$ cat src/rtl/pipe_ctrl_track_if.sv
// Bus between the ID-stage decoder, the datapath stage registers and pipe_ctrl_track.
// Carries the decoded ID controls in, and the per-stage controls, hazard and forwarding selects out.
interface pipe_ctrl_track_if #(
  parameter int CNT_W = 16
);

  // ID side
  logic             id_valid;
  logic [4:0]       id_rs;
  logic [4:0]       id_rt;
  logic [4:0]       id_rd;
  logic             id_RegWrite;
  logic             id_MemToReg;
  logic             id_MemWrite;
  logic             id_BranchEq;
  logic             id_Jump;
  logic             id_ALUSrc;
  logic             id_RegDst;
  logic             id_LoadCtrl;
  logic [2:0]       id_ALUc;
  logic             ex_branch_taken;

  // Hazard control
  logic             stall;
  logic             flush_id;

  // EX stage
  logic [2:0]       ex_ALUc;
  logic             ex_ALUSrc;
  logic             ex_BranchEq;
  logic             ex_MemWrite;
  logic [4:0]       ex_rs;
  logic [4:0]       ex_rt;
  logic [4:0]       ex_wreg;

  // MEM stage
  logic             mem_RegWrite;
  logic             mem_MemToReg;
  logic             mem_MemWrite;
  logic             mem_LoadCtrl;
  logic [4:0]       mem_wreg;

  // WB stage
  logic             wb_RegWrite;
  logic             wb_MemToReg;
  logic             wb_LoadCtrl;
  logic [4:0]       wb_wreg;

  // Forwarding selects and debug counters
  logic [1:0]       fwd_a;
  logic [1:0]       fwd_b;
  logic [CNT_W-1:0] stall_cnt;
  logic [CNT_W-1:0] flush_cnt;

  // Handshake: id_valid marks ID as holding a real instruction. stall is the
  // backpressure: while it is high the producer keeps PC and IF/ID unchanged
  // and the same instruction is re-presented next cycle. No ID instruction is
  // accepted into EX in a cycle with stall=1, ex_branch_taken=1 or id_valid=0.
  modport slave (
    input  id_valid, id_rs, id_rt, id_rd,
    input  id_RegWrite, id_MemToReg, id_MemWrite, id_BranchEq,
    input  id_Jump, id_ALUSrc, id_RegDst, id_LoadCtrl, id_ALUc,
    input  ex_branch_taken,
    output stall, flush_id,
    output ex_ALUc, ex_ALUSrc, ex_BranchEq, ex_MemWrite,
    output ex_rs, ex_rt, ex_wreg,
    output mem_RegWrite, mem_MemToReg, mem_MemWrite, mem_LoadCtrl, mem_wreg,
    output wb_RegWrite, wb_MemToReg, wb_LoadCtrl, wb_wreg,
    output fwd_a, fwd_b, stall_cnt, flush_cnt
  );

  modport master (
    output id_valid, id_rs, id_rt, id_rd,
    output id_RegWrite, id_MemToReg, id_MemWrite, id_BranchEq,
    output id_Jump, id_ALUSrc, id_RegDst, id_LoadCtrl, id_ALUc,
    output ex_branch_taken,
    input  stall, flush_id,
    input  ex_ALUc, ex_ALUSrc, ex_BranchEq, ex_MemWrite,
    input  ex_rs, ex_rt, ex_wreg,
    input  mem_RegWrite, mem_MemToReg, mem_MemWrite, mem_LoadCtrl, mem_wreg,
    input  wb_RegWrite, wb_MemToReg, wb_LoadCtrl, wb_wreg,
    input  fwd_a, fwd_b, stall_cnt, flush_cnt
  );

endinterface

$ cat src/rtl/pipe_ctrl_track.sv
// Control-word pipeline for a 5-stage MIPS core: ID/EX, EX/MEM, MEM/WB control registers,
// load-use stall, IF/ID flush, EX operand forwarding selects and saturating debug counters.
module pipe_ctrl_track #(
  parameter int CNT_W = 16
) (
  input  logic                  clk,
  input  logic                  rst,
  pipe_ctrl_track_if.slave      bus
);

  typedef struct packed {
    logic       reg_write;
    logic       mem_to_reg;
    logic       mem_write;
    logic       branch_eq;
    logic       alu_src;
    logic       load_ctrl;
    logic [2:0] alu_c;
    logic [4:0] rs;
    logic [4:0] rt;
    logic [4:0] wreg;
  } idex_t;

  typedef struct packed {
    logic       reg_write;
    logic       mem_to_reg;
    logic       mem_write;
    logic       load_ctrl;
    logic [4:0] wreg;
  } exmem_t;

  typedef struct packed {
    logic       reg_write;
    logic       mem_to_reg;
    logic       load_ctrl;
    logic [4:0] wreg;
  } memwb_t;

  idex_t            idex_q,      idex_d;
  exmem_t           exmem_q,     exmem_d;
  memwb_t           memwb_q,     memwb_d;
  logic [CNT_W-1:0] stall_cnt_q, stall_cnt_d;
  logic [CNT_W-1:0] flush_cnt_q, flush_cnt_d;

  logic [4:0] id_wreg;
  logic       id_uses_rt;
  logic       load_use;
  logic       stall;
  logic       flush_id;
  logic       bubble;

  // EX/MEM beats MEM/WB because it holds the younger write to the same register.
  function automatic logic [1:0] fwd_sel(input logic [4:0] src,
                                         input exmem_t    m,
                                         input memwb_t    w);
    logic [1:0] sel;
    sel = 2'b00;
    if (m.reg_write && (m.wreg != 5'd0) && (m.wreg == src)) begin
      sel = 2'b10;
    end else if (w.reg_write && (w.wreg != 5'd0) && (w.wreg == src)) begin
      sel = 2'b01;
    end
    return sel;
  endfunction

  // Hazard detection
  always_comb begin
    id_wreg    = bus.id_RegDst ? bus.id_rt : bus.id_rd;
    id_uses_rt = !bus.id_ALUSrc || bus.id_MemWrite || bus.id_BranchEq;
    load_use   = idex_q.mem_to_reg && (idex_q.wreg != 5'd0) &&
                 ((idex_q.wreg == bus.id_rs) ||
                  (id_uses_rt && (idex_q.wreg == bus.id_rt)));
    // A taken branch squashes the ID instruction anyway, so it never needs to wait.
    stall      = bus.id_valid && load_use && !bus.ex_branch_taken;
    flush_id   = bus.ex_branch_taken || (bus.id_valid && bus.id_Jump && !stall);
    bubble     = stall || bus.ex_branch_taken || !bus.id_valid;
  end

  // ID/EX next value
  always_comb begin
    idex_d = '0;
    if (!bubble) begin
      idex_d.reg_write  = bus.id_RegWrite && (id_wreg != 5'd0);
      idex_d.mem_to_reg = bus.id_MemToReg;
      idex_d.mem_write  = bus.id_MemWrite;
      idex_d.branch_eq  = bus.id_BranchEq;
      idex_d.alu_src    = bus.id_ALUSrc;
      idex_d.load_ctrl  = bus.id_LoadCtrl;
      idex_d.alu_c      = bus.id_ALUc;
      idex_d.rs         = bus.id_rs;
      idex_d.rt         = bus.id_rt;
      idex_d.wreg       = id_wreg;
    end
  end

  // EX/MEM and MEM/WB always advance
  always_comb begin
    exmem_d            = '0;
    exmem_d.reg_write  = idex_q.reg_write;
    exmem_d.mem_to_reg = idex_q.mem_to_reg;
    exmem_d.mem_write  = idex_q.mem_write;
    exmem_d.load_ctrl  = idex_q.load_ctrl;
    exmem_d.wreg       = idex_q.wreg;

    memwb_d            = '0;
    memwb_d.reg_write  = exmem_q.reg_write;
    memwb_d.mem_to_reg = exmem_q.mem_to_reg;
    memwb_d.load_ctrl  = exmem_q.load_ctrl;
    memwb_d.wreg       = exmem_q.wreg;
  end

  // Saturating event counters
  always_comb begin
    stall_cnt_d = stall_cnt_q;
    flush_cnt_d = flush_cnt_q;
    if (stall && (stall_cnt_q != {CNT_W{1'b1}})) begin
      stall_cnt_d = stall_cnt_q + CNT_W'(1);
    end
    if (flush_id && (flush_cnt_q != {CNT_W{1'b1}})) begin
      flush_cnt_d = flush_cnt_q + CNT_W'(1);
    end
  end

  always_ff @(posedge clk) begin
    if (rst) begin
      idex_q      <= '0;
      exmem_q     <= '0;
      memwb_q     <= '0;
      stall_cnt_q <= '0;
      flush_cnt_q <= '0;
    end else begin
      idex_q      <= idex_d;
      exmem_q     <= exmem_d;
      memwb_q     <= memwb_d;
      stall_cnt_q <= stall_cnt_d;
      flush_cnt_q <= flush_cnt_d;
    end
  end

  // Outputs
  always_comb begin
    bus.stall        = stall;
    bus.flush_id     = flush_id;

    bus.ex_ALUc      = idex_q.alu_c;
    bus.ex_ALUSrc    = idex_q.alu_src;
    bus.ex_BranchEq  = idex_q.branch_eq;
    bus.ex_MemWrite  = idex_q.mem_write;
    bus.ex_rs        = idex_q.rs;
    bus.ex_rt        = idex_q.rt;
    bus.ex_wreg      = idex_q.wreg;

    bus.mem_RegWrite = exmem_q.reg_write;
    bus.mem_MemToReg = exmem_q.mem_to_reg;
    bus.mem_MemWrite = exmem_q.mem_write;
    bus.mem_LoadCtrl = exmem_q.load_ctrl;
    bus.mem_wreg     = exmem_q.wreg;

    bus.wb_RegWrite  = memwb_q.reg_write;
    bus.wb_MemToReg  = memwb_q.mem_to_reg;
    bus.wb_LoadCtrl  = memwb_q.load_ctrl;
    bus.wb_wreg      = memwb_q.wreg;

    bus.fwd_a        = fwd_sel(idex_q.rs, exmem_q, memwb_q);
    bus.fwd_b        = fwd_sel(idex_q.rt, exmem_q, memwb_q);
    bus.stall_cnt    = stall_cnt_q;
    bus.flush_cnt    = flush_cnt_q;
  end

endmodule
$ cat src/flat_wrapper.sv
// flat-port wrapper written by rule: the top's interface ports become plain ports
module pipe_ctrl_track_flat 
#(
  parameter int CNT_W = 16
)
  (clk, rst, bus_id_valid, bus_id_rs, bus_id_rt, bus_id_rd, bus_id_RegWrite, bus_id_MemToReg, bus_id_MemWrite, bus_id_BranchEq, bus_id_Jump, bus_id_ALUSrc, bus_id_RegDst, bus_id_LoadCtrl, bus_id_ALUc, bus_ex_branch_taken, bus_stall, bus_flush_id, bus_ex_ALUc, bus_ex_ALUSrc, bus_ex_BranchEq, bus_ex_MemWrite, bus_ex_rs, bus_ex_rt, bus_ex_wreg, bus_mem_RegWrite, bus_mem_MemToReg, bus_mem_MemWrite, bus_mem_LoadCtrl, bus_mem_wreg, bus_wb_RegWrite, bus_wb_MemToReg, bus_wb_LoadCtrl, bus_wb_wreg, bus_fwd_a, bus_fwd_b, bus_stall_cnt, bus_flush_cnt);
  pipe_ctrl_track_if #(.CNT_W(CNT_W)) bus_i ();
  input  logic clk;
  input  logic rst;
  input wire logic [$bits(bus_i.id_valid)-1:0] bus_id_valid;
  input wire logic [$bits(bus_i.id_rs)-1:0] bus_id_rs;
  input wire logic [$bits(bus_i.id_rt)-1:0] bus_id_rt;
  input wire logic [$bits(bus_i.id_rd)-1:0] bus_id_rd;
  input wire logic [$bits(bus_i.id_RegWrite)-1:0] bus_id_RegWrite;
  input wire logic [$bits(bus_i.id_MemToReg)-1:0] bus_id_MemToReg;
  input wire logic [$bits(bus_i.id_MemWrite)-1:0] bus_id_MemWrite;
  input wire logic [$bits(bus_i.id_BranchEq)-1:0] bus_id_BranchEq;
  input wire logic [$bits(bus_i.id_Jump)-1:0] bus_id_Jump;
  input wire logic [$bits(bus_i.id_ALUSrc)-1:0] bus_id_ALUSrc;
  input wire logic [$bits(bus_i.id_RegDst)-1:0] bus_id_RegDst;
  input wire logic [$bits(bus_i.id_LoadCtrl)-1:0] bus_id_LoadCtrl;
  input wire logic [$bits(bus_i.id_ALUc)-1:0] bus_id_ALUc;
  input wire logic [$bits(bus_i.ex_branch_taken)-1:0] bus_ex_branch_taken;
  output wire logic [$bits(bus_i.stall)-1:0] bus_stall;
  output wire logic [$bits(bus_i.flush_id)-1:0] bus_flush_id;
  output wire logic [$bits(bus_i.ex_ALUc)-1:0] bus_ex_ALUc;
  output wire logic [$bits(bus_i.ex_ALUSrc)-1:0] bus_ex_ALUSrc;
  output wire logic [$bits(bus_i.ex_BranchEq)-1:0] bus_ex_BranchEq;
  output wire logic [$bits(bus_i.ex_MemWrite)-1:0] bus_ex_MemWrite;
  output wire logic [$bits(bus_i.ex_rs)-1:0] bus_ex_rs;
  output wire logic [$bits(bus_i.ex_rt)-1:0] bus_ex_rt;
  output wire logic [$bits(bus_i.ex_wreg)-1:0] bus_ex_wreg;
  output wire logic [$bits(bus_i.mem_RegWrite)-1:0] bus_mem_RegWrite;
  output wire logic [$bits(bus_i.mem_MemToReg)-1:0] bus_mem_MemToReg;
  output wire logic [$bits(bus_i.mem_MemWrite)-1:0] bus_mem_MemWrite;
  output wire logic [$bits(bus_i.mem_LoadCtrl)-1:0] bus_mem_LoadCtrl;
  output wire logic [$bits(bus_i.mem_wreg)-1:0] bus_mem_wreg;
  output wire logic [$bits(bus_i.wb_RegWrite)-1:0] bus_wb_RegWrite;
  output wire logic [$bits(bus_i.wb_MemToReg)-1:0] bus_wb_MemToReg;
  output wire logic [$bits(bus_i.wb_LoadCtrl)-1:0] bus_wb_LoadCtrl;
  output wire logic [$bits(bus_i.wb_wreg)-1:0] bus_wb_wreg;
  output wire logic [$bits(bus_i.fwd_a)-1:0] bus_fwd_a;
  output wire logic [$bits(bus_i.fwd_b)-1:0] bus_fwd_b;
  output wire logic [$bits(bus_i.stall_cnt)-1:0] bus_stall_cnt;
  output wire logic [$bits(bus_i.flush_cnt)-1:0] bus_flush_cnt;
  assign bus_i.id_valid = bus_id_valid;
  assign bus_i.id_rs = bus_id_rs;
  assign bus_i.id_rt = bus_id_rt;
  assign bus_i.id_rd = bus_id_rd;
  assign bus_i.id_RegWrite = bus_id_RegWrite;
  assign bus_i.id_MemToReg = bus_id_MemToReg;
  assign bus_i.id_MemWrite = bus_id_MemWrite;
  assign bus_i.id_BranchEq = bus_id_BranchEq;
  assign bus_i.id_Jump = bus_id_Jump;
  assign bus_i.id_ALUSrc = bus_id_ALUSrc;
  assign bus_i.id_RegDst = bus_id_RegDst;
  assign bus_i.id_LoadCtrl = bus_id_LoadCtrl;
  assign bus_i.id_ALUc = bus_id_ALUc;
  assign bus_i.ex_branch_taken = bus_ex_branch_taken;
  assign bus_stall = bus_i.stall;
  assign bus_flush_id = bus_i.flush_id;
  assign bus_ex_ALUc = bus_i.ex_ALUc;
  assign bus_ex_ALUSrc = bus_i.ex_ALUSrc;
  assign bus_ex_BranchEq = bus_i.ex_BranchEq;
  assign bus_ex_MemWrite = bus_i.ex_MemWrite;
  assign bus_ex_rs = bus_i.ex_rs;
  assign bus_ex_rt = bus_i.ex_rt;
  assign bus_ex_wreg = bus_i.ex_wreg;
  assign bus_mem_RegWrite = bus_i.mem_RegWrite;
  assign bus_mem_MemToReg = bus_i.mem_MemToReg;
  assign bus_mem_MemWrite = bus_i.mem_MemWrite;
  assign bus_mem_LoadCtrl = bus_i.mem_LoadCtrl;
  assign bus_mem_wreg = bus_i.mem_wreg;
  assign bus_wb_RegWrite = bus_i.wb_RegWrite;
  assign bus_wb_MemToReg = bus_i.wb_MemToReg;
  assign bus_wb_LoadCtrl = bus_i.wb_LoadCtrl;
  assign bus_wb_wreg = bus_i.wb_wreg;
  assign bus_fwd_a = bus_i.fwd_a;
  assign bus_fwd_b = bus_i.fwd_b;
  assign bus_stall_cnt = bus_i.stall_cnt;
  assign bus_flush_cnt = bus_i.flush_cnt;
  pipe_ctrl_track #(.CNT_W(CNT_W)) u_core (.clk(clk), .rst(rst), .bus(bus_i));
endmodule
$ cat config.mk
export PLATFORM = sky130hd
export DESIGN_NAME = pipe_ctrl_track_flat
export DESIGN_NICKNAME = d
export VERILOG_FILES = /design/src/rtl/pipe_ctrl_track_if.sv /design/src/rtl/pipe_ctrl_track.sv /design/src/flat_wrapper.sv
export SDC_FILE = /design/constraint.sdc
export NUM_CORES = 1
export LEC_CHECK = 0
export ABC_AREA = 1
export BUFFER_PORTS_ARGS = -buffer_cell sky130_fd_sc_hd__buf_2
export CAP_MARGIN = 20
export CORE_MARGIN = 2
export CORE_UTILIZATION = 47
export DETAILED_ROUTE_END_ITERATION = 10
export HOLD_SLACK_MARGIN = 0.15
export PLACE_DENSITY = 0.77
export SYNTH_ARGS = -nofsm -noshare
export SYNTH_HDL_FRONTEND = slang
export SYNTH_SLANG_ARGS = --single-unit
export TNS_END_PERCENT = 20
$ cat constraint.sdc
create_clock -name clk -period 1.7 [get_ports clk]
set_input_delay 0.17 -clock clk [delete_from_list [all_inputs] [get_ports clk]]
set_output_delay 0.17 -clock clk [all_outputs]
set_load 0.01 [all_outputs]
==> results of run 1 <==
worst max-delay path: cells and delay by family, from the launching register on:
kind          cells  cell delay [ns]
simple gates      8             0.61
buf+inv           3             0.28
flops             1             0.40
cell usage after synthesis:
| cell type | instances |
|---|---|
| inv_1 | 59 |
| dfxtp_1 | 73 |
| or2_2 | 1 |
| buf_4 | 6 |
| nor2_1 | 68 |
| nand3_2 | 1 |
| nand2_4 | 1 |
| nand2_2 | 12 |
| nand2_1 | 107 |
| nor3_2 | 1 |
| a21oi_1 | 21 |
| buf_2 | 5 |
| nor3_1 | 13 |
| nand3_1 | 36 |
| ha_1 | 2 |
| o21ai_0 | 7 |
| buf_12 | 1 |
| nor3_4 | 2 |
| clkbuf_1 | 7 |
| nor2_2 | 1 |
| xnor2_1 | 18 |
| xor2_1 | 27 |
| nor4_1 | 2 |
| inv_2 | 2 |
| a21oi_2 | 11 |
| o41ai_1 | 1 |
| nand4_1 | 7 |
sequential cells by signal, summed over array words and instances, names as in the netlist, 3 cells and up:
register / flops
u_core.bus.ex_rs: 5
u_core.bus.mem_wreg: 5
u_core.bus.wb_wreg: 5
u_core.exmem_d: 3
u_core.bus.ex_rt: 5
u_core.bus.ex_ALUc: 3
u_core.bus.flush_cnt: 16
u_core.bus.stall_cnt: 16
u_core.bus.ex_wreg: 5
layer usage:
layer  GRT usage [%]  part of all wire, %  vias up
met5               0                    0        -
met4           11.36                  3.5        0
met3           4.315                  4.9       35
met2           41.73                   49      122
met1           29.30                   42     1692
li1                -                    -     1843
power breakdown:
| group | switching (uW) | internal (uW) |
|---|---|---|
| combinational | 198 | 181 |
| clock | 748 | 706 |
| sequential | 29.0 | 1740 |
| total | 974 | 2620 |
repair_timing:
| action | 4_1_cts | 5_1_grt |
|---|---|---|
| setup endpoints to repair | 23 | 38 |
| pin swaps | 9 | 17 |
| resized for setup | 19 | 51 |
| hold buffers | 23 | 0 |
| gates cloned | 2 | 0 |
| setup buffers | 8 | 3 |
| endpoints found under the hold margin | 23 | 0 |
cell families (layout without fill, tap and decap cells):
| logic type | Yosys count | in the layout | share of synthesized area (%) |
|---|---|---|---|
| and+or+nand+nor | 252 | 253 | 30.99 |
| buffers and inverters | 80 | 238 | 9.644 |
| DFF | 73 | 73 | 40.81 |
| xor gates and xnor gates | 45 | 45 | 11.01 |
| AOI/OAI and AO/OA | 40 | 40 | 6.848 |
| adders and majority gates | 2 | 2 | 0.6987 |
cell type report:
type | count | area share [%]
sequential | 73 | 28.98
timing repair buffer | 161 | 21.25
clock inverter | 7 | 1.635
tap | 99 | 2.415
multi-input combinational | 340 | 38.79
clock buffer | 9 | 2.415
inverter | 61 | 4.513
final timing paths:
path,endpoint,depth (start not counted),slack [ns],start
worst max-delay path,bus_flush_id,11,-0.11,u_core.bus.ex_wreg[3]
worst min-delay path,u_core.bus.ex_wreg[2],3,0.17,bus_id_rd[2]
worst max register to register,u_core.bus.stall_cnt[14],13,0.03,u_core.bus.ex_wreg[3]
worst min register to register,u_core.bus.mem_LoadCtrl,2,0.42,u_core.exmem_d[5]
metrics by stage:
step	worst slack, ns	power (uW)	area [sq um]
after floorplan	0.002948	1955	3586
after global placement	-0.1104	2065	4314
after detailed placement	-0.1484	2073	4314
after CTS	-0.1290	3583	4936
after global routing	-0.1971	3722	5129
final	-0.1092	3598	5129
==> metrics.md, run 1 <==
| Metric | Value |
|---|---|
| Global-route wire length before repair | `16360 um` |
| Syn Std Cell Area | `3581 sq um` |
| Inserted Clock Buffers | `9` |
| Worst hold slack across all endpoints | `0.1659 ns` |
| Number of global-route vias before repair | `3543` |
| WP data required | `1.53 ns` |
| Worst-skew pair later-pin latency | `0.36 ns` |
| Area of combinational cells with multiple inputs | `1989 sq um` |
| Crit path cell chain | `inv_4, nand2_1, nand2_1, nor2_2, nand3_2, nand2_2, nand2_2, nand2_2, nand2_4, buf_12, buf_6` |
| H-tree levels | `3` |
| Detailed router's first-iteration violation count | `125` |
| Capturing element type of the critical path | `output port` |
| Final Worst Setup Slack | `-0.1092 ns` |
| Path type of the worst min-delay path | `in2reg` |
| Number of clock sinks | `73` |
| All-layer global routing usage | `24.25%` |
| Synthesis-to-layout area growth | `43.22%` |
| Peak ir drop on the vdd network | `0.0005063 V` |
| Top post-synthesis cells by area | `dfxtp_1 (41%), nand2_1 (11%), nor2_1 (7.1%), xor2_1 (6.6%), inv_1 (6.2%)` |
| Gp weighted congestion | `0.9290` |
| Routed wire length | `10210 um` |
| Commonest non-fill, non-tap cells in the layout | `buf_2 (103), nand2_1 (94), nor2_1 (64), dfxtp_1 (57), inv_1 (56)` |
| Library cell occupying the most area in the post-synthesis netlist | `dfxtp_1` |
| Share of the clock period used by the worst path | `106.4%` |
| Number of buffers added on ports | `105` |
| Worst-Margin Slew | `0.5483 ns` |
| Max stage delay on crit path | `0.40 ns` |
| Setup repair after global routing missed its margin | `true` |
| Clock tree from TritonCTS | `done` |
| CP Launch Type | `flip-flop` |
| Total setup violations reported at the end of the flow | `4` |
| Max Fclk | `552.7 MHz` |
| Status | `finished, violations left` |
| Number of nets in the synthesized netlist | `524` |
| Top-level port count | `106` |
| Fin cells | `750` |
| Worst relative slew slack | `63.44%` |
| Nets@finish | `678` |
| Vertical die dimension | `91.29 um` |
| Initial Util | `48.85%` |
| Crit-path most repeated cell | `nand2_2` |
| Total Negative Setup Slacks | `-0.2808 ns` |
| Syn. warnings | `0` |
| Number of antenna violations at the first check in global routing | `0` |
| Part of the Yosys area used for sequential elements | `40.81%` |
| Leak | `0.002458 uW` |
| Root buf cell | `clkbuf_8` |
| Routed WL per cell | `13.61 um` |
| Number of max-cap violations | `0` |
| Mapped Cells | `492` |
| Aggregate global routing overflow | `0` |
| X dimension of the die | `91.29 um` |
| Synthesized flop and latch total | `73` |
| Clock transition time at the flip-flop clock pins of the worst setup and hold paths | `0.09 ns` |
| Final Skew | `0.005701 ns` |
| Post-synthesis area per instance | `7.278 sq um` |
| Area share of the largest cell type after synthesis | `40.81%` |
| Remaining number of nets flagged by the antenna check after routing | `0` |
| Clock Tree Buf Depth | `2` |
| Placeable Area | `7331 sq um` |
| CP max-delay cell | `dfxtp_4` |
| Sequential cell area | `1486 sq um` |
| Failing checks | `setup timing` |
| Pwr Density | `701.5 nW/um^2` |
| Detailed-routing iteration count for the pre-antenna-repair pass | `4` |
| Cell Rows | `31` |
| Die Footprint | `8333 sq um` |
| Maximum number of pins on one net before global-route repair | `45` |
| Residual DRC count | `0` |
| Fin. max-slew vios | `0` |
| Number of vias in the routed layout | `3692` |
| Critical path start-end classification | `reg2out` |
| Filler Cell Count | `608` |
| Avg Vias per Cell | `4.923` |
| Final worst path period need | `1.809 ns` |
| Worst endpoint data arrival time | `1.64 ns` |
| Placed Instances | `698` |
| Share of the core filled with cells in the final layout | `69.96%` |
| Fraction of layout instances using a drive strength above 1 | `37.48%` |
| Number of unique standard cell types used by synthesis | `27` |
| Inserted Diodes | `0` |
| Final HPWL DP | `6591 um` |
| Most common cell after layout, fill and taps aside | `buf_2` |
| Number of hold-slack violations in the final timing report | `0` |
| Worst-path fanout max | `5` |
Note: power is estimated with default switching activity, not from simulation.
==> inputs of run 2 (changes only) <==
Settings changed: REMOVE_ABC_BUFFERS from default to 1.
==> metrics.md, run 2 (synthesis results as in run 1) <==
| Metric | Value |
|---|---|
| Detailed-routing iteration count for the pre-antenna-repair pass | `4` |
| Worst hold path startpoint | `bus_id_rd[2]` |
| Fraction of layout instances using a drive strength above 1 | `36.64%` |
| Worst endpoint data arrival time | `1.63 ns` |
| Critical register-to-register path endpoint | `u_core.bus.stall_cnt[13]` |
| Routed WL per cell | `13.08 um` |
| Routed wire length | `9859 um` |
| Number of max-cap violations | `0` |
| Global-route wire length before repair | `15600 um` |
| Number of antenna violations at the first check in global routing | `0` |
| P_sw | `924.6 uW` |
| Inserted Diodes | `0` |
| Share of the core filled with cells in the final layout | `70.34%` |
| Leak | `0.002498 uW` |
| Placeable Area | `7331 sq um` |
| Number of hold-slack violations in the final timing report | `0` |
| Inserted Clock Buffers | `9` |
| Net Sw Frac | `24.19%` |
| Setup Slack @ Placement | `-0.006559 ns` |
| Setup repair after global routing missed its margin | `true` |
| Number of global-route vias before repair | `3581` |
| Gp weighted congestion | `0.9026` |
| Peak ir drop on the vdd network | `0.0005794 V` |
| Capturing element type of the critical path | `output port` |
| Crit path cell chain | `inv_4, nand2_1, nand2_1, nor2_1, nand3_1, nand2_2, nand2_2, nand2_2, nand2_4, buf_6, buf_6` |
| Number of vias in the routed layout | `3718` |
| Synthesis-to-layout area growth | `43.99%` |
| Number of buffers added on ports | `105` |
| Clock Tree Buf Depth | `2` |
| Nets@finish | `682` |
| Detailed router's first-iteration violation count | `149` |
| Path type of the worst min-delay path | `in2reg` |
| H-tree levels | `3` |
| R2r worst-path depth | `13` |
| Sequential power share | `46.1%` |
| Remaining number of nets flagged by the antenna check after routing | `0` |
| Status | `finished, violations left` |
| Final HPWL DP | `6609 um` |
| Clock transition time at the flip-flop clock pins of the worst setup and hold paths | `0.08 ns` |
| Comb pwr share | `9.5%` |
| Clock tree from TritonCTS | `done` |
| Crit-path most repeated cell | `nand2_2` |
| Internal power contribution | `2897 uW` |
| Worst-path fanout max | `5` |
| Worst-skew pair later-pin latency | `0.35 ns` |
| Number of stages on the worst hold path | `3` |
| Worst hold slack across all endpoints | `0.1611 ns` |
| Final Skew | `0.006781 ns` |
| Top-level port count | `106` |
| Worst relative slew slack | `75.96%` |
| Max stage delay on crit path | `0.40 ns` |
| Pwr Density | `741.2 nW/um^2` |
| Residual DRC count | `0` |
| Final worst path period need | `1.801 ns` |
| Launch instance of the worst register-to-register path | `u_core.bus.ex_wreg[3]` |
| Share of power burned in the clock network | `44.4%` |
| Share of the clock period used by the worst path | `105.9%` |
| Final Worst Setup Slack | `-0.1009 ns` |
| Commonest non-fill, non-tap cells in the layout | `buf_2 (103), nand2_1 (96), nor2_1 (68), dfxtp_1 (62), inv_1 (55)` |
| Aggregate global routing overflow | `0` |
| Avg Vias per Cell | `4.931` |
| Endpoint, Worst Hold | `u_core.bus.ex_wreg[2]` |
| CP Launch Type | `flip-flop` |
| Sum of internal, switching and leakage power | `3822 uW` |
| Die Footprint | `8333 sq um` |
| Cell Rows | `31` |
| Vertical die dimension | `91.29 um` |
| Worst-Margin Slew | `0.3579 ns` |
| WP data required | `1.53 ns` |
| Fin. max-slew vios | `0` |
| Number of clock sinks | `73` |
| Total setup violations reported at the end of the flow | `26` |
| Failing checks | `setup timing` |
| Max Fclk | `555.3 MHz` |
| Maximum number of pins on one net before global-route repair | `27` |
| Critical path start-end classification | `reg2out` |
| Root buf cell | `clkbuf_8` |
| Initial Util | `48.85%` |
| CP max-delay cell | `dfxtp_4` |
| Slack of the worst reg-to-reg path | `-0.06 ns` |
| Most common cell after layout, fill and taps aside | `buf_2` |
| X dimension of the die | `91.29 um` |
| All-layer global routing usage | `22.87%` |
==> run 2: area by class of cell <==
class / count / area (sq um)
flip-flops and latches: 73 / 1488
clock buffers: 9 / 123.9
repair buffers: 165 / 1087
clock inverters: 7 / 123.9
fillers: 546 / 2175
multi-input cells: 340 / 1973
well taps: 99 / 123.9
inverters: 61 / 236.5
==> run 2: how the worst max path moves through the flow <==
stage	from	endpoint	depth (start not counted)
5_1_grt	u_core.bus.ex_wreg[4]	u_core.bus.flush_cnt[11]	15
3_3_place_gp	u_core.bus.ex_wreg[3]	bus_flush_id	11
6_report	u_core.bus.ex_wreg[3]	bus_flush_id	11
3_5_place_dp	u_core.bus.flush_cnt[0]	u_core.bus.flush_cnt[11]	10
2_1_floorplan	u_core.bus.ex_wreg[0]	u_core.bus.flush_cnt[13]	12
4_1_cts	u_core.bus.ex_wreg[3]	bus_flush_id	11
==> run 2: what timing repair did <==
action,4_1_cts,5_1_grt
endpoints found under the setup margin,18,36
hold endpoints to repair,22,0
setup buffers,7,7
hold buffers,22,0
resized for setup,27,47
gates cloned,0,1
pin swaps,7,11
==> run 2: critical path, delay by kind of cell, from the launching register on <==
family / cells / cell delay [ns]
flops: 1 / 0.40
simple gates: 8 / 0.62
buf+inv: 3 / 0.28
==> run 2: stage by stage <==
| step | cell area (sq um) | TNS, ns | instances |
|---|---|---|---|
| 5_1_grt | 5156 | -4.015 | 754 |
| 3_3_place_gp | 4342 | 0 | 704 |
| 3_5_place_dp | 4342 | -0.006795 | 704 |
| 6_report | 5156 | -1.055 | 754 |
| 4_1_cts | 4933 | -0.2652 | 748 |
| 2_1_floorplan | 3465 | -2.244 | 473 |
==> run 2: power groups by stage <==
stage / Clock, uW / Sequential (uW) / Combinational [uW]
2_1_floorplan: 0 / 1810 / 115
3_3_place_gp: 0 / 1800 / 264
3_5_place_dp: 0 / 1800 / 268
4_1_cts: 1720 / 1760 / 328
5_1_grt: 1770 / 1760 / 398
6_report: 1700 / 1760 / 364
==> run 2: layer usage <==
layer	vias up	global-route usage, %	part of all wire, %
met1	1724	25.94	41
li1	1843	-	-
met3	26	3.651	4.7
met5	-	0	0
met4	0	10.61	3.1
met2	125	41.73	51
==> inputs of run 3 (changes only) <==
Settings changed: SKIP_LAST_GASP from default to 1.
==> metrics.md, run 3 (synthesis results as in run 1) <==
| Metric | Value |
|---|---|
| Peak ir drop on the vdd network | `0.0005808 V` |
| X dimension of the die | `91.29 um` |
| Clock transition time at the flip-flop clock pins of the worst setup and hold paths | `0.08 ns` |
| Inserted Diodes | `0` |
| Share of the clock period used by the worst path | `105.1%` |
| Failing checks | `setup timing` |
| Gp weighted congestion | `0.9026` |
| Path type of the worst min-delay path | `in2reg` |
| Final Worst Setup Slack | `-0.08703 ns` |
| Final HPWL DP | `6609 um` |
| Sum of internal, switching and leakage power | `3805 uW` |
| Placeable Area | `7331 sq um` |
| Max stage delay on crit path | `0.40 ns` |
| Synthesis-to-layout area growth | `41.16%` |
| Number of vias in the routed layout | `3681` |
| Pwr Density | `752.7 nW/um^2` |
| Area of combinational cells with multiple inputs | `1872 sq um` |
| Number of stages on the worst hold path | `3` |
| Inserted Clock Buffers | `9` |
| Max Fclk | `559.6 MHz` |
| Number of clock sinks | `73` |
| Global-route wire length before repair | `15500 um` |
| Nets@finish | `680` |
| Total Negative Setup Slacks | `-1.057 ns` |
| Endpoint, Worst Hold | `u_core.bus.ex_wreg[2]` |
| Most common cell after layout, fill and taps aside | `buf_2` |
| Layer with the highest usage after global routing | `met2` |
| Remaining number of nets flagged by the antenna check after routing | `0` |
| Leak | `0.002465 uW` |
| Filler Cell Count | `561` |
| Die Footprint | `8333 sq um` |
| Residual DRC count | `0` |
| Routed wire length | `9647 um` |
| Top-level port count | `106` |
| Critical path start-end classification | `reg2out` |
| All-layer global routing usage | `22.68%` |
| Worst-Margin Slew | `0.3384 ns` |
| Worst-skew pair later-pin latency | `0.35 ns` |
| Maximum number of pins on one net before global-route repair | `27` |
| Root buf cell | `clkbuf_8` |
| Routed WL per cell | `12.83 um` |
| Worst hold slack across all endpoints | `0.1604 ns` |
| Total setup violations reported at the end of the flow | `30` |
| CP Launch Type | `flip-flop` |
| Status | `finished, violations left` |
| Commonest non-fill, non-tap cells in the layout | `buf_2 (103), nand2_1 (95), nor2_1 (68), dfxtp_1 (64), inv_1 (56)` |
| Critical register-to-register path endpoint | `u_core.bus.flush_cnt[3]` |
| Detailed router's first-iteration violation count | `145` |
| Slack of the worst reg-to-reg path | `-0.06 ns` |
| R2r worst-path depth | `15` |
| GRT met1 Usage | `26.14%` |
| Global-route track usage on met2 | `41.05%` |
| Capturing element type of the critical path | `output port` |
| Aggregate global routing overflow | `0` |
| Vertical die dimension | `91.29 um` |
| Cell Rows | `31` |
| Crit path cell chain | `inv_4, nand2_1, nand2_1, nor2_1, nand3_1, nand2_2, buf_4, nand3_2, inv_2, buf_6` |
| Worst relative slew slack | `77.23%` |
| GR Util met3 | `3.651%` |
| WP data required | `1.53 ns` |
| Worst-path fanout max | `5` |
| Sequential cell area | `1485 sq um` |
| Fin. max-slew vios | `0` |
| Number of buffers added on ports | `105` |
| Number of global-route vias before repair | `3562` |
| Worst endpoint data arrival time | `1.62 ns` |
| H-tree levels | `3` |
| Detailed-routing iteration count for the pre-antenna-repair pass | `4` |
| Clock Tree Buf Depth | `2` |
| Final worst path period need | `1.787 ns` |
| Launch instance of the worst register-to-register path | `u_core.bus.ex_wreg[3]` |
| Final Skew | `0.006561 ns` |
| Avg Vias per Cell | `4.895` |
| Setup repair after global routing missed its margin | `true` |
| Fraction of layout instances using a drive strength above 1 | `34.46%` |
| Clock tree from TritonCTS | `done` |
| Number of max-cap violations | `0` |
| Number of hold-slack violations in the final timing report | `0` |
| Worst hold path startpoint | `bus_id_rd[2]` |
| Number of antenna violations at the first check in global routing | `0` |
| CP max-delay cell | `dfxtp_4` |
| Crit-path most repeated cell | `nand2_1` |
| Initial Util | `48.85%` |
## run 3: cell types whose count changed in the layout (fill, tap and decap cells not counted), sizes merged
cell    before  now
buf        143  141
clkbuf       9   10
nand2      121  120
## run 3: routing by layer
layer	wire [um]	vias up
li1	-	1838
met1	3994	1706
met2	5011	116
met3	404	21
met4	238	0
met5	0	-
## run 3: power by group
group | leakage [uW] | switching (uW) | internal, uW
logic | 0.00175 | 182 | 175
registers | 0.000597 | 28.8 | 1730
clock network | 0.000121 | 698 | 990
total | 0.00247 | 909 | 2900
## run 3: how the worst max path moves through the flow
stage / slack [ns] / cells after the start / from / end
finish: -0.09 / 10 / u_core.bus.ex_wreg[3] / bus_stall
detailed placement: -0.007 / 10 / u_core.bus.flush_cnt[0] / u_core.bus.flush_cnt[11]
CTS: -0.11 / 11 / u_core.bus.ex_wreg[3] / bus_flush_id
global placement: 0.05 / 11 / u_core.bus.ex_wreg[3] / bus_flush_id
floorplan: -0.16 / 12 / u_core.bus.ex_wreg[0] / u_core.bus.flush_cnt[13]
global route: -0.20 / 15 / u_core.bus.ex_wreg[0] / u_core.bus.flush_cnt[3]
## run 3: per-stage QoR
stage	worst slack (ns)	instances	utilization [%]	instance area, sq um
finish	-0.08703	752	68.95	5055
global route	-0.2023	752	68.95	5055
CTS	-0.1107	748	66.87	4902
detailed placement	-0.006559	704	59.23	4342
global placement	0.05295	704	59.23	4342
floorplan	-0.1583	473	-	3465
## run 3: repair_timing
action | 4_1_cts | 5_1_grt
buffers inserted | 7 | 4
endpoints found under the setup margin | 18 | 36
pin swaps | 7 | 11
hold buffers | 22 | 0
gates cloned | 0 | 1
resized for setup | 20 | 32
hold endpoints to repair | 22 | 0
## run 3: cell type report
| type | count | area share [%] |
|---|---|---|
| multi-input combinational | 339 | 37.03 |
| sequential | 73 | 29.38 |
| timing repair buffer | 164 | 21.56 |
| inverter | 61 | 4.678 |
| clock buffer | 9 | 2.450 |
| clock inverter | 7 | 2.450 |
| tap | 99 | 2.450 |
## run 3: worst max-delay path: cells and delay by family, from the launching register on
| family | cells | cell delay, ns |
|---|---|---|
| and+or+nand+nor | 6 | 0.51 |
| DFF | 1 | 0.40 |
| buffers and inverters | 4 | 0.38 |
